**config.mk**
```make
export PLATFORM = sky130hd
export DESIGN_NAME = atm_txn_ctrl
export DESIGN_NICKNAME = d
export VERILOG_FILES = /design/src/rtl/atm_pkg.sv /design/src/rtl/bcd_to_bin_serial.sv /design/src/rtl/atm_txn_ctrl.sv
export SDC_FILE = /design/constraint.sdc
export NUM_CORES = 1
export LEC_CHECK = 0
export BUFFER_PORTS_ARGS = -buffer_cell sky130_fd_sc_hd__buf_2
export CORE_ASPECT_RATIO = 0.5
export CORE_MARGIN = 5
export CORE_UTILIZATION = 25
export CTS_BUF_LIST = sky130_fd_sc_hd__clkbuf_16
export CTS_CLUSTER_SIZE = 40
export DETAILED_ROUTE_END_ITERATION = 8
export PLACE_DENSITY = 0.45
export SYNTH_ARGS = -nofsm -noshare
export SYNTH_HDL_FRONTEND = slang
export SYNTH_SLANG_ARGS = --single-unit
```
**constraint.sdc**
```tcl
create_clock -name clk -period 4.5 [get_ports clk]
set_clock_uncertainty 0.2 [all_clocks]
set_input_delay 0.675 -clock clk [delete_from_list [all_inputs] [get_ports clk]]
set_output_delay 0.675 -clock clk [all_outputs]
set_load 0.005 [all_outputs]
```
**src/rtl/atm_pkg.sv**
```systemverilog
// Shared types for the ATM transaction controller: FSM states, status codes,
// menu op codes and the BCD digit clamp used by the serial converter.
package atm_pkg;

  typedef enum logic [2:0] {
    S_PIN    = 3'd0,
    S_MENU   = 3'd1,
    S_AMOUNT = 3'd2,
    S_CONV   = 3'd3,
    S_APPLY  = 3'd4,
    S_LOCKED = 3'd5
  } state_e;

  typedef enum logic [2:0] {
    STAT_NONE    = 3'd0,
    STAT_OK      = 3'd1,
    STAT_BAD_PIN = 3'd2,
    STAT_BAD_OP  = 3'd3,
    STAT_FUNDS   = 3'd4,
    STAT_OVF     = 3'd5,
    STAT_LIMIT   = 3'd6,
    STAT_LOCKED  = 3'd7
  } status_e;

  localparam logic [3:0] OP_BAL = 4'd1;
  localparam logic [3:0] OP_DEP = 4'd2;
  localparam logic [3:0] OP_WD  = 4'd3;
  localparam logic [3:0] OP_OUT = 4'd4;

  function automatic logic [3:0] bcd_clamp(input logic [3:0] d);
    return (d > 4'd9) ? 4'd9 : d;
  endfunction

endpackage

```
**src/rtl/bcd_to_bin_serial.sv**
```systemverilog
// Serial BCD-to-binary converter: MSD first, acc = acc*10 + digit, one digit
// per cycle for N_DIGITS cycles after start. done marks the last digit cycle.
module bcd_to_bin_serial
  import atm_pkg::*;
#(
  parameter int unsigned N_DIGITS = 6,
  parameter int unsigned ACC_W    = 20
) (
  input  logic                  clk,
  input  logic                  rst,
  input  logic                  start,
  input  logic [4*N_DIGITS-1:0] digits,
  output logic                  done,
  output logic [ACC_W-1:0]      value
);

  localparam int unsigned CNT_W = $clog2(N_DIGITS + 1);

  logic [4*N_DIGITS-1:0] r_shift;
  logic [CNT_W-1:0]      r_cnt;
  logic [ACC_W-1:0]      r_acc;
  logic [3:0]            w_digit;

  assign w_digit = bcd_clamp(r_shift[4*N_DIGITS-1 -: 4]);

  // NOTE: sequential state uses non-blocking assignments so every register
  // samples the pre-edge values, independent of statement order.
  always_ff @(posedge clk) begin
    if (rst) begin
      r_shift <= '0;
      r_cnt   <= '0;
      r_acc   <= '0;
    end else if (start) begin
      r_shift <= digits;
      r_cnt   <= CNT_W'(N_DIGITS);
      r_acc   <= '0;
    end else if (r_cnt != '0) begin
      r_acc   <= r_acc * ACC_W'(10) + ACC_W'(w_digit);
      r_shift <= r_shift << 4;
      r_cnt   <= r_cnt - CNT_W'(1);
    end
  end

  // The final digit is folded in on the edge that ends the done cycle,
  // so value is complete from the following cycle on.
  assign done  = (r_cnt == CNT_W'(1));
  assign value = r_acc;

endmodule

```
**src/rtl/atm_txn_ctrl.sv**
```systemverilog
// ATM transaction controller: PIN check with lockout, menu decode, serial amount
// conversion and balance update. Optional daily withdrawal cap: ATM_DAILY_LIMIT_EN.
module atm_txn_ctrl
  import atm_pkg::*;
#(
  parameter logic [15:0] PIN        = 16'h1234,
  parameter int unsigned MAX_TRIES  = 3,
  parameter int unsigned AMT_DIGITS = 6,
  parameter int unsigned BAL_W      = 32,
  parameter int unsigned INIT_BAL   = 1000
`ifdef ATM_DAILY_LIMIT_EN
  , parameter int unsigned DAILY_LIM = 500
`endif
) (
  input  logic             clk,
  input  logic             rst,
  input  logic [31:0]      digits_i,
  input  logic             enter_i,
  output logic [BAL_W-1:0] balance_o,
  output logic [2:0]       state_o,
  output logic [2:0]       status_o,
  output logic             busy_o
);

  localparam int unsigned ACC_W = $clog2(10 ** AMT_DIGITS);
  localparam int unsigned EXT_W = BAL_W + 1;

  state_e           r_state, w_state_nxt;
  status_e          r_status, w_status_nxt;
  logic [BAL_W-1:0] r_balance, w_balance_nxt;
  logic [2:0]       r_tries, w_tries_nxt, w_tries_inc;
  logic             r_is_wd, w_is_wd_nxt;
  logic             r_enter_q;
  logic             w_cmd, w_conv_start, w_conv_done;
  logic [ACC_W-1:0] w_conv_value;
  logic [EXT_W-1:0] w_amt, w_sum;
  logic             w_unused_digits;
`ifdef ATM_DAILY_LIMIT_EN
  logic [BAL_W-1:0] r_wd_total, w_wd_total_nxt;
`endif

  assign w_cmd           = enter_i & ~r_enter_q;
  assign w_tries_inc     = r_tries + 3'd1;
  assign w_amt           = EXT_W'(w_conv_value);
  assign w_sum           = {1'b0, r_balance} + w_amt;
  assign w_unused_digits = &{1'b0, digits_i};

  bcd_to_bin_serial #(
    .N_DIGITS (AMT_DIGITS),
    .ACC_W    (ACC_W)
  ) u_conv (
    .clk    (clk),
    .rst    (rst),
    .start  (w_conv_start),
    .digits (digits_i[4*AMT_DIGITS-1:0]),
    .done   (w_conv_done),
    .value  (w_conv_value)
  );

  // NOTE: every signal written here gets a default first, so no path through
  // the case leaves one unassigned and no latch is inferred.
  always_comb begin
    w_state_nxt   = r_state;
    w_status_nxt  = r_status;
    w_balance_nxt = r_balance;
    w_tries_nxt   = r_tries;
    w_is_wd_nxt   = r_is_wd;
    w_conv_start  = 1'b0;
`ifdef ATM_DAILY_LIMIT_EN
    w_wd_total_nxt = r_wd_total;
`endif
    unique case (r_state)
      S_PIN: if (w_cmd) begin
        if (digits_i[15:0] == PIN) begin
          w_state_nxt  = S_MENU;
          w_status_nxt = STAT_OK;
          w_tries_nxt  = '0;
        end else begin
          w_tries_nxt  = w_tries_inc;
          w_status_nxt = STAT_BAD_PIN;
          if (w_tries_inc == 3'(MAX_TRIES)) begin
            w_state_nxt  = S_LOCKED;
            w_status_nxt = STAT_LOCKED;
          end
        end
      end
      S_MENU: if (w_cmd) begin
        unique case (digits_i[3:0])
          OP_BAL: w_status_nxt = STAT_OK;
          OP_DEP: begin w_state_nxt = S_AMOUNT; w_is_wd_nxt = 1'b0; end
          OP_WD:  begin w_state_nxt = S_AMOUNT; w_is_wd_nxt = 1'b1; end
          OP_OUT: begin w_state_nxt = S_PIN; w_status_nxt = STAT_NONE; end
          default: w_status_nxt = STAT_BAD_OP;
        endcase
      end
      S_AMOUNT: if (w_cmd) begin
        w_state_nxt  = S_CONV;
        w_conv_start = 1'b1;
      end
      S_CONV: if (w_conv_done) w_state_nxt = S_APPLY;
      S_APPLY: begin
        w_state_nxt = S_MENU;
        if (r_is_wd) begin
          // Insufficient funds is reported ahead of the daily cap.
          if (w_amt > {1'b0, r_balance}) begin
            w_status_nxt = STAT_FUNDS;
`ifdef ATM_DAILY_LIMIT_EN
          end else if (({1'b0, r_wd_total} + w_amt) > EXT_W'(DAILY_LIM)) begin
            w_status_nxt = STAT_LIMIT;
`endif
          end else begin
            w_balance_nxt = r_balance - w_amt[BAL_W-1:0];
            w_status_nxt  = STAT_OK;
`ifdef ATM_DAILY_LIMIT_EN
            w_wd_total_nxt = r_wd_total + w_amt[BAL_W-1:0];
`endif
          end
        end else if (w_sum[BAL_W]) begin
          w_status_nxt = STAT_OVF;
        end else begin
          w_balance_nxt = w_sum[BAL_W-1:0];
          w_status_nxt  = STAT_OK;
        end
      end
      S_LOCKED: ;
      default: w_state_nxt = S_PIN;
    endcase
  end

  always_ff @(posedge clk) begin
    if (rst) begin
      r_state   <= S_PIN;
      r_status  <= STAT_NONE;
      r_balance <= BAL_W'(INIT_BAL);
      r_tries   <= '0;
      r_is_wd   <= 1'b0;
      r_enter_q <= 1'b0;
`ifdef ATM_DAILY_LIMIT_EN
      r_wd_total <= '0;
`endif
    end else begin
      r_state   <= w_state_nxt;
      r_status  <= w_status_nxt;
      r_balance <= w_balance_nxt;
      r_tries   <= w_tries_nxt;
      r_is_wd   <= w_is_wd_nxt;
      r_enter_q <= enter_i;
`ifdef ATM_DAILY_LIMIT_EN
      r_wd_total <= w_wd_total_nxt;
`endif
    end
  end

  assign balance_o = r_balance;
  assign state_o   = r_state;
  assign status_o  = r_status;
  assign busy_o    = (r_state == S_CONV) || (r_state == S_APPLY);

endmodule

```
---- Yosys cells after proc, flatten, opt, wreduce, memory -nomap -nowiden ----
Cells that the tools add are included.
cells by class
  equality and inequality tests ........... 21
  reductions and logical operators ........ 13
  multiply operators ...................... 1
  muxes and demuxes ....................... 29
  add/subtract/negate cells ............... 5
  magnitude comparators ................... 2
  bitwise gates (word level) .............. 3
operators by type and width
  operator               number
  $mux 32                3
  $mux 24                2
  $mux 3                 16
  $add 32x20->33         1
  $gt 20x32->1           1
  $sub 32x20->32         1
  $add 20x4->20          1
  $mul 20x3->19 const B  1
  $pmux 3 s3             2
  $pmux 3 s6             1
  $eq 16x13->1 const B   1
  $ne 2x2->1 const B     6
  $eq 3x2->1 const B     3
  $eq 4x2->1 const B     2
  $reduce_and 7->1       1
  $eq 3x1->1 const B     2
  $eq 3x3->1 const B     2
  $pmux 3 s2             1
  $reduce_and 3->1       2
  $reduce_bool 3->1      2
  $eq 4x1->1 const B     1
  $eq 4x3->1 const B     1
  $gt 4x4->1 const B     1
  $mux 4                 1
  other kinds (15)       19
storage, ports and cells
  word-level logic and storage cells ...... 84
  output and inout port bits .............. 39
  flip-flop bits (word level) ............. 90
  input port bits ......................... 35

---- Longest topological paths before layout ----
Gate-level depths: netlist of the first run.
  depth after elaboration ................. 6
  depth in mapped cells ................... 14
  gate-level depth less buffers ........... 12

---- By module ----
From an unflattened synthesis of the first run, not the netlist that was laid out.
second synthesis, totals
  cell total of the unflattened synthesis .. 1,047
  area, all modules ....................... 7,943.9 sq um
by module, submodules not included
  module             instances  cells an instance  area an instance (sq um)  sequential area each (sq um)
  atm_txn_ctrl       1          622                4,555.6                   860.8
  bcd_to_bin_serial  1          425                3,388.2                   940.9

---- Worst setup path after synthesis of the first run ----
OpenSTA, ideal clock, no wires.
  path kind ............................... register to register
  from .................................... register u_conv.r_acc[1] (netlist: u_conv.value[1])
  to ...................................... register u_conv.r_acc[18] (netlist: u_conv.value[18])
  library setup time ...................... 0.137 ns
  cell stages (with the launch flop) ...... 13
  data required time ...................... 4.163 ns
  setup slack ............................. 0.870 ns
  path buffers ............................ 0
  clock period less this slack ............ 3.630 ns
  data arrival time ....................... 3.293 ns
  cell sequence ........................... dfxtp_1 > ha_1 > ha_1 > fa_1 > a21o_1 > a221oi_1 > xnor2_1 > nand3_1 > nor3_1 > nand4_1 > or4_1 > a21oi_1 > a211oi_1
between the ends
  cells in the longest elaborated chain, start to end .. 2
RTL lines
  what                      RTL line                 text
  start: declaration        bcd_to_bin_serial.sv:21  logic [ACC_W-1:0] r_acc;
  start signal: assignment  bcd_to_bin_serial.sv:38  r_acc <= r_acc * ACC_W'(10) + ACC_W'(w_digit);
  $mul 20x3->19             bcd_to_bin_serial.sv:38
  $add 20x4->20             bcd_to_bin_serial.sv:38
Every way passes these cells.
A chain may end at the register's enable or synchronous reset.

---- Final worst setup path of the first run ----
  from .................................... register u_conv.r_acc[0] (netlist: u_conv.value[0])
  to ...................................... register r_balance[21] (netlist: balance_o[21])
between the ends
  cells in the longest elaborated chain, start to end .. 3
  elaborated cells between the ends (all ways) .. 9
  classes of those cells .................. add/sub (2); order compare (1); eq/ne (2); mux (3); reduce/logical (1)
RTL lines
  what                                                          RTL line             text
  $add 32x20->33 (tied with other cells)                        atm_txn_ctrl.sv:45   assign w_sum = {1'b0, r_balance} + w_amt;
  $ne 2x2->1 (no line) (tied with other cells)                  --
  $reduce_and 3->1 (no line) / $mux 32 (equally long branches)  --
  end signal: assignment                                        atm_txn_ctrl.sv:134  r_balance <= BAL_W'(INIT_BAL);
  end signal: assignment                                        atm_txn_ctrl.sv:144  r_balance <= w_balance_nxt;
  end: declaration                                              atm_txn_ctrl.sv:30   logic [BAL_W-1:0] r_balance, w_balance_nxt;
Several ways; a longest one is shown, not always the timed one. The select of a mux whose other input is x is not followed.

==> impl_metrics.toml, run 1 <==
[cts]
cts_hold_buf = 0
cts_root_buffer = "clkbuf_16"
ctsLongestPathBuffers = 2
numCtsBuffers = 9
clock_latency_ns = 0.36
cts_sinks = 90
cts_max_level = 3
cts_resized = 0
cts_setup_buffers = 0
path_clk_slew_ns = 0.07
cts_tree = "built"

[worst_setup_path]
crit_family = "compound AO/OA/AOI/OAI gates"
crit_arrival_ns = 3.97
cp_common_cell = "o211ai_2"
critPathKind = "register to register"
cp-end-kind = "register"
critPathSlowestCell = "dfxtp_1"
worst_setup_path_start_kind = "register"
cp.required_ns = 4.55
cp_cell_sequence = "ha_1, inv_1, fa_1, or2_2, a221oi_2, o211ai_2, o211ai_2, a31o_4, a41oi_4, nand2_4, or3_1, mux2_4"
r2r_slack_ns = 0.58
critPathMaxFanout = 35
cpPeakStageDelay_ns = 0.50
worstPathBufferInverterCount = 1

[sta]
setup_violations = 0
rsz0062_at_grt = "false"
slew_violations = 0
maxSlewHeadroom_pct = 42.3
timing.fmax_mhz = 255
worst_pin_slew_ns = 0.866
min_period_ns = 3.92
fin_crit_sh_pct = 87.2
setup_ws_ns = 0.578
tns_ns = 0
hold_viol = 0

[global_route]
grt_max_degree = 66
gr-total-overflow = 0
busiest_layer = "met2"
met3_usage_pct = 2.44
met2_usage_pct = 21.0
grt_first_pass_wirelength_um = 35500
antenna_found_initial = 0
grtUsageTotal_pct = 12.6
grt_pass1_vias = 6626
grt_util_met1_pct = 16.9

[die]
dieArea_um2 = 34000
core_area_um2 = 30100
die_h_um = 133
start_util_pct = 25.1
die_w_um = 256
fp-row-count = 45
ios = 74

[routing]
wirelength_um = 21700
viasPerCell = 4.94
dr.first_iter.drc_count = 383
drcViolationCount = 0
vias = 6870
post_drt_wl_per_cell_um = 15.6
ant_nets = 0
dr.pass1.iters = 4

[synthesis]
syn-cell-area_um2 = 7550
async_flop_share_pct = 0
synth_top_family_by_area = "compound AO/OA/AOI/OAI gates"
yosys.area_share.simple_pct = 21.1
synthesis.nets = 1077
syn_inst = 960
yosysSeqAreaShare_pct = 23.8
synth_compound_area_share_pct = 24.5
synth_top_area_share_pct = 23.8
synthAdderAreaFrac_pct = 14.0
synthMuxAreaShare_pct = 4.77
syn_avg_cell_area_um2 = 7.87
synth_edf_count = 0
yosys.area.top_type = "dfxtp_1"
synthXorXnorAreaFrac_pct = 6.03
yosys_most_used_dff = "dfxtp_1"
synthTopCellsByArea = "dfxtp_1, ha_1, a21oi_1, nor2_1, xnor2_1"
synth_cell_types = 79
synth_seq_cells = 90
yosys_warnings = 0

[placed_design]
dp_hpwl_um = 16400
port_buffers = 65
gp_congestion = 0.863
pre_cts_slack_ns = 0.582

[power_and_ir_drop]
power.density_nw_per_um2 = 423
peakVddDrop_mv = 0.204
p_leak_nw = 3.66

[final_layout]
drive_above_1_share_pct = 12.1
num_antenna_cells = 0
multiInputGateArea_um2 = 5320
syn2layout_area_growth_pct = 12.6
nNetsFinal = 1105
register_area_um2 = 1800
nFillCells = 3298

[status]
status = "finished clean"

[flow_run]
cap_viol_max_count = 0

[hold_path]
min_path_type = "register to register"
[final timing paths]
| check | startpoint | end | cells past startpoint |
|---|---|---|---|
| max | u_conv.value[0]$_SDFFE_PP0P_ | balance_o[21]$_SDFFE_PP0P_ | 12 |
| min | u_conv.r_shift[3]$_SDFFE_PP0P_ | u_conv.r_shift[3]$_SDFFE_PP0P_ | 2 |
| max reg2reg | u_conv.value[0]$_SDFFE_PP0P_ | balance_o[21]$_SDFFE_PP0P_ | 12 |
| min reg2reg | u_conv.r_shift[3]$_SDFFE_PP0P_ | u_conv.r_shift[3]$_SDFFE_PP0P_ | 2 |
[layout by cell type, fill, tap and decap left out, types with 7 or more instances in the layout]
cell / n
buf_4: 9
inv_1: 47
nand2_1: 65
o211ai_1: 12
a21oi_1: 86
nor3_1: 28
ha_1: 77
nand3_1: 20
xor2_1: 13
o21a_1: 9
clkbuf_16: 9
nor2b_1: 15
a211oi_1: 42
dfxtp_1: 90
nand2b_1: 10
xnor2_1: 39
nor2_1: 109
nor4_1: 8
a31oi_1: 7
o31ai_1: 9
buf_2: 65
mux2i_1: 30
and2_1: 8
o21ai_0: 43
a21o_1: 19
nand4_1: 13
[tightest hold or removal path, cell delays in order (launching register included)]
cell and delay [ns]:
dfxtp_1 0.31, nand3_1 0.06, a21oi_1 0.06
[flip-flops by register name, summed over array words and instances, names as in the netlist]
register / flops
status_o: 3
u_conv.value: 20
r_tries: 3
u_conv.r_cnt: 3
u_conv.r_shift: 24
state_o: 3
r_enter_q: 1
balance_o: 32
r_is_wd: 1
[stage by stage]
step / area, um2 / total power, W / util (%) / cells / hold WS [ns]
finish: 8500 / 0.00360 / 28.3 / 1392 / 0.271
global route: 8500 / 0.00389 / 28.3 / 1392 / 0.288
CTS: 8500 / 0.00363 / 28.3 / 1392 / 0.273
detailed placement: 8200 / 0.00278 / 27.3 / 1376 / 0.262
global placement: 8200 / 0.00278 / 27.3 / 1376 / 0.260
floorplan: 7550 / 0.00235 / - / 960 / 0.247
[metal layers]
metal | wire [um] | vias to the layer above
met1 | 10900 | 3245
met5 | 0 | -
met4 | 307 | 0
met2 | 9930 | 78
li1 | - | 3533
met3 | 618 | 14
[power by group]
part           internal [W]  leakage (nW)  switching (W)
Clock              0.000443         0.150       0.000380
Combinational      0.000709          2.78        0.00109
Sequential         0.000871         0.727       0.000101
Total               0.00202          3.66        0.00157
[synth_stat cells, drive strengths merged, types with 10 or more instances]
| library cell | instances |
|---|---|
| mux2i | 30 |
| nand2 | 66 |
| nor3 | 29 |
| clkbuf | 40 |
| nor2b | 15 |
| o211ai | 14 |
| o21ai | 44 |
| buf | 17 |
| inv | 48 |
| nor2 | 109 |
| a21oi | 87 |
| dfxtp | 90 |
| xor2 | 13 |
| nand2b | 10 |
| a21o | 19 |
| nand4 | 13 |
| a211oi | 44 |
| xnor2 | 39 |
| nand3 | 20 |
| ha | 78 |
[area by class of cell]
class	instances	area share, %
multi-input combinational	765	62.6
sequential	90	21.2
tap	399	5.87
timing repair buffer	74	4.62
clock buffer	9	2.65
inverter	48	2.12
clock inverter	7	0.971
[logic make-up (layout without fill, tap and decap cells)]
kind of cell	Yosys count	in the layout
AND/OR/NAND/NOR	323	323
AO/OA/AOI/OAI	273	273
buffers and inverters	105	138
flip-flops	90	90
adder cells (fa/ha/maj)	82	82
XOR/XNOR	52	52
multiplexers	35	35
Power figures use the tool's default switching activity.
==> run 2: changes to the inputs <==
--- a/config.mk
+++ b/config.mk
@@ -13,6 +13,7 @@
 export CTS_CLUSTER_SIZE = 40
 export DETAILED_ROUTE_END_ITERATION = 8
 export PLACE_DENSITY = 0.45
+export SKIP_LAST_GASP = 1
 export SYNTH_ARGS = -nofsm -noshare
 export SYNTH_HDL_FRONTEND = slang
 export SYNTH_SLANG_ARGS = --single-unit
==> constraint.sdc (replaced) <==
create_clock -name clk -period 4.5 [get_ports clk]
set_clock_uncertainty 0.2 [all_clocks]
set_input_delay 0.45 -clock clk [delete_from_list [all_inputs] [get_ports clk]]
set_output_delay 0.45 -clock clk [all_outputs]
set_load 0.005 [all_outputs]
==> run 2 against run 1 <==
Effect of this change: clock power is 2% higher; flip-flop and latch count did not move; setup slack got worse by 0.036 ns; critical path depth unchanged; total power is 0.11% lower; design area is 0.10% higher; worst hold slack worse by 0.15 ns; register-to-register slack lost 0.04 ns; clock-buffer cell count unchanged; sequential power shrank 0.4%; final cell count is the same; combinational power is essentially flat.
==> impl_metrics.toml, run 2 (synthesis results as in run 1) <==
[cts]
cts_resized = 0
numCtsBuffers = 9
cts_hold_buf = 0
cts_tree = "built"
cts_max_level = 3
path_clk_slew_ns = 0.08
cts_root_buffer = "clkbuf_16"
clock_latency_ns = 0.36
cts_sinks = 90
cts_setup_buffers = 0
ctsLongestPathBuffers = 2

[sta]
setup_violations = 0
rsz0062_at_grt = "false"
maxSlewHeadroom_pct = 42.7
timing.fmax_mhz = 253
worst_pin_slew_ns = 0.859
min_period_ns = 3.96
hold_slack_ns = 0.122
slew_violations = 0
hold_viol = 0
fin_crit_sh_pct = 88.0
tns_ns = 0

[power_and_ir_drop]
power.internal_w = 0.00201
power.switching_w = 0.00158
power.density_nw_per_um2 = 422
clkPwrFrac_pct = 23.4
power_frac_comb_pct = 49.7
peakVddDrop_mv = 0.205
swShare_pct = 44.0
p_leak_nw = 3.66
seq_power_share_pct = 26.9

[routing]
viasPerCell = 4.90
dr.pass1.iters = 5
wirelength_um = 21600
dr.first_iter.drc_count = 461
ant_nets = 0
vias = 6824
post_drt_wl_per_cell_um = 15.5
drcViolationCount = 0

[final_layout]
nNetsFinal = 1105
syn2layout_area_growth_pct = 12.7
multiInputGateArea_um2 = 5320
largest_register_ffs = 32
register_area_um2 = 1800
final_cell_mix = "nor2_1, dfxtp_1, a21oi_1"
nFillCells = 3274
drive_above_1_share_pct = 12.1
final_common_cell = "nor2_1"
num_antenna_cells = 0

[worst_setup_path]
critPathMaxFanout = 4
critPathKind = "register to register"
worst_setup_path_start_kind = "register"
crit_arrival_ns = 3.97
critPathSlowestCell = "or4_1"
cpPeakStageDelay_ns = 0.45
cp_common_cell = "ha_1"
cp_cell_sequence = "ha_1, ha_1, fa_1, a21o_1, a221oi_1, xnor2_1, nand3_1, nor3_1, nand4_1, or4_1, a21oi_1, a211oi_1"
cp-end-kind = "register"
cp.required_ns = 4.52

[die]
start_util_pct = 25.1
core_area_um2 = 30100
dieArea_um2 = 34000
die_w_um = 256
fp-row-count = 45
die_h_um = 133
ios = 74

[placed_design]
gp_congestion = 0.865
dp_hpwl_um = 16200
port_buffers = 65

[flow_run]
cap_viol_max_count = 0

[global_route]
grt_util_met1_pct = 17.0
grtUsageTotal_pct = 12.5
met2_usage_pct = 20.3
busiest_layer = "met2"
antenna_found_initial = 0
met3_usage_pct = 2.46
grt_max_degree = 66
gr-total-overflow = 0
grt_first_pass_wirelength_um = 35000
grt_pass1_vias = 6507

[status]
status = "finished clean"

[hold_path]
min_path_type = "input port to register"
-- run 2: metal layers --
metal,share of wire (%),vias up,wire (um)
met5,0,-,0
met4,1.4,0,297
met3,2.9,21,628
met2,45,92,9730
met1,51,3181,10900
li1,-,3530,-
-- run 2: cell type report --
cell class	count	share of cell area, %
clock buffer	9	2.65
clock inverter	7	1.07
inverter	48	2.12
multi-input combinational	765	62.5
sequential	90	21.2
tap	399	5.87
timing repair buffer	74	4.62
-- run 2: worst paths after layout --
check / startpoint / slack (ns) / end / cells after the start
max: u_conv.value[3]$_SDFFE_PP0P_ / 0.54 / u_conv.value[18]$_SDFFE_PP0P_ / 12
max reg2reg: u_conv.value[3]$_SDFFE_PP0P_ / 0.54 / u_conv.value[18]$_SDFFE_PP0P_ / 12
min: enter_i / 0.12 / r_enter_q$_SDFF_PP0_ / 2
min reg2reg: u_conv.r_shift[2]$_SDFFE_PP0P_ / 0.27 / u_conv.r_shift[2]$_SDFFE_PP0P_ / 2
-- run 2: per-stage QoR --
stage	cells	power, W	utilization [%]	instance area [um2]	setup WS [ns]
2_1_floorplan	960	0.00235	-	7550	0.870
3_3_place_gp	1376	0.00275	27.3	8200	0.533
3_5_place_dp	1376	0.00276	27.3	8200	0.581
4_1_cts	1392	0.00362	28.3	8510	0.557
5_1_grt	1392	0.00390	28.3	8510	0.185
6_report	1392	0.00359	28.3	8510	0.541
-- run 2: power groups by stage --
stage	Combinational [W]	Clock [W]	Sequential (W)
after floorplan	0.00140	0	0.000948
after CTS	0.00178	0.000873	0.000973
final	0.00179	0.000839	0.000967
after global routing	0.00200	0.000913	0.000983
after detailed placement	0.00176	0	0.000993
after global placement	0.00177	0	0.000989
-- run 2: critical path: cells and delay by family (launching register included) --
family	cells	cell delay [ns]
adders and majority gates	3	0.95
and+or+nand+nor	4	1.16
DFF	1	0.43
xor gates and xnor gates	1	0.21
AOI/OAI and AO/OA	4	0.88
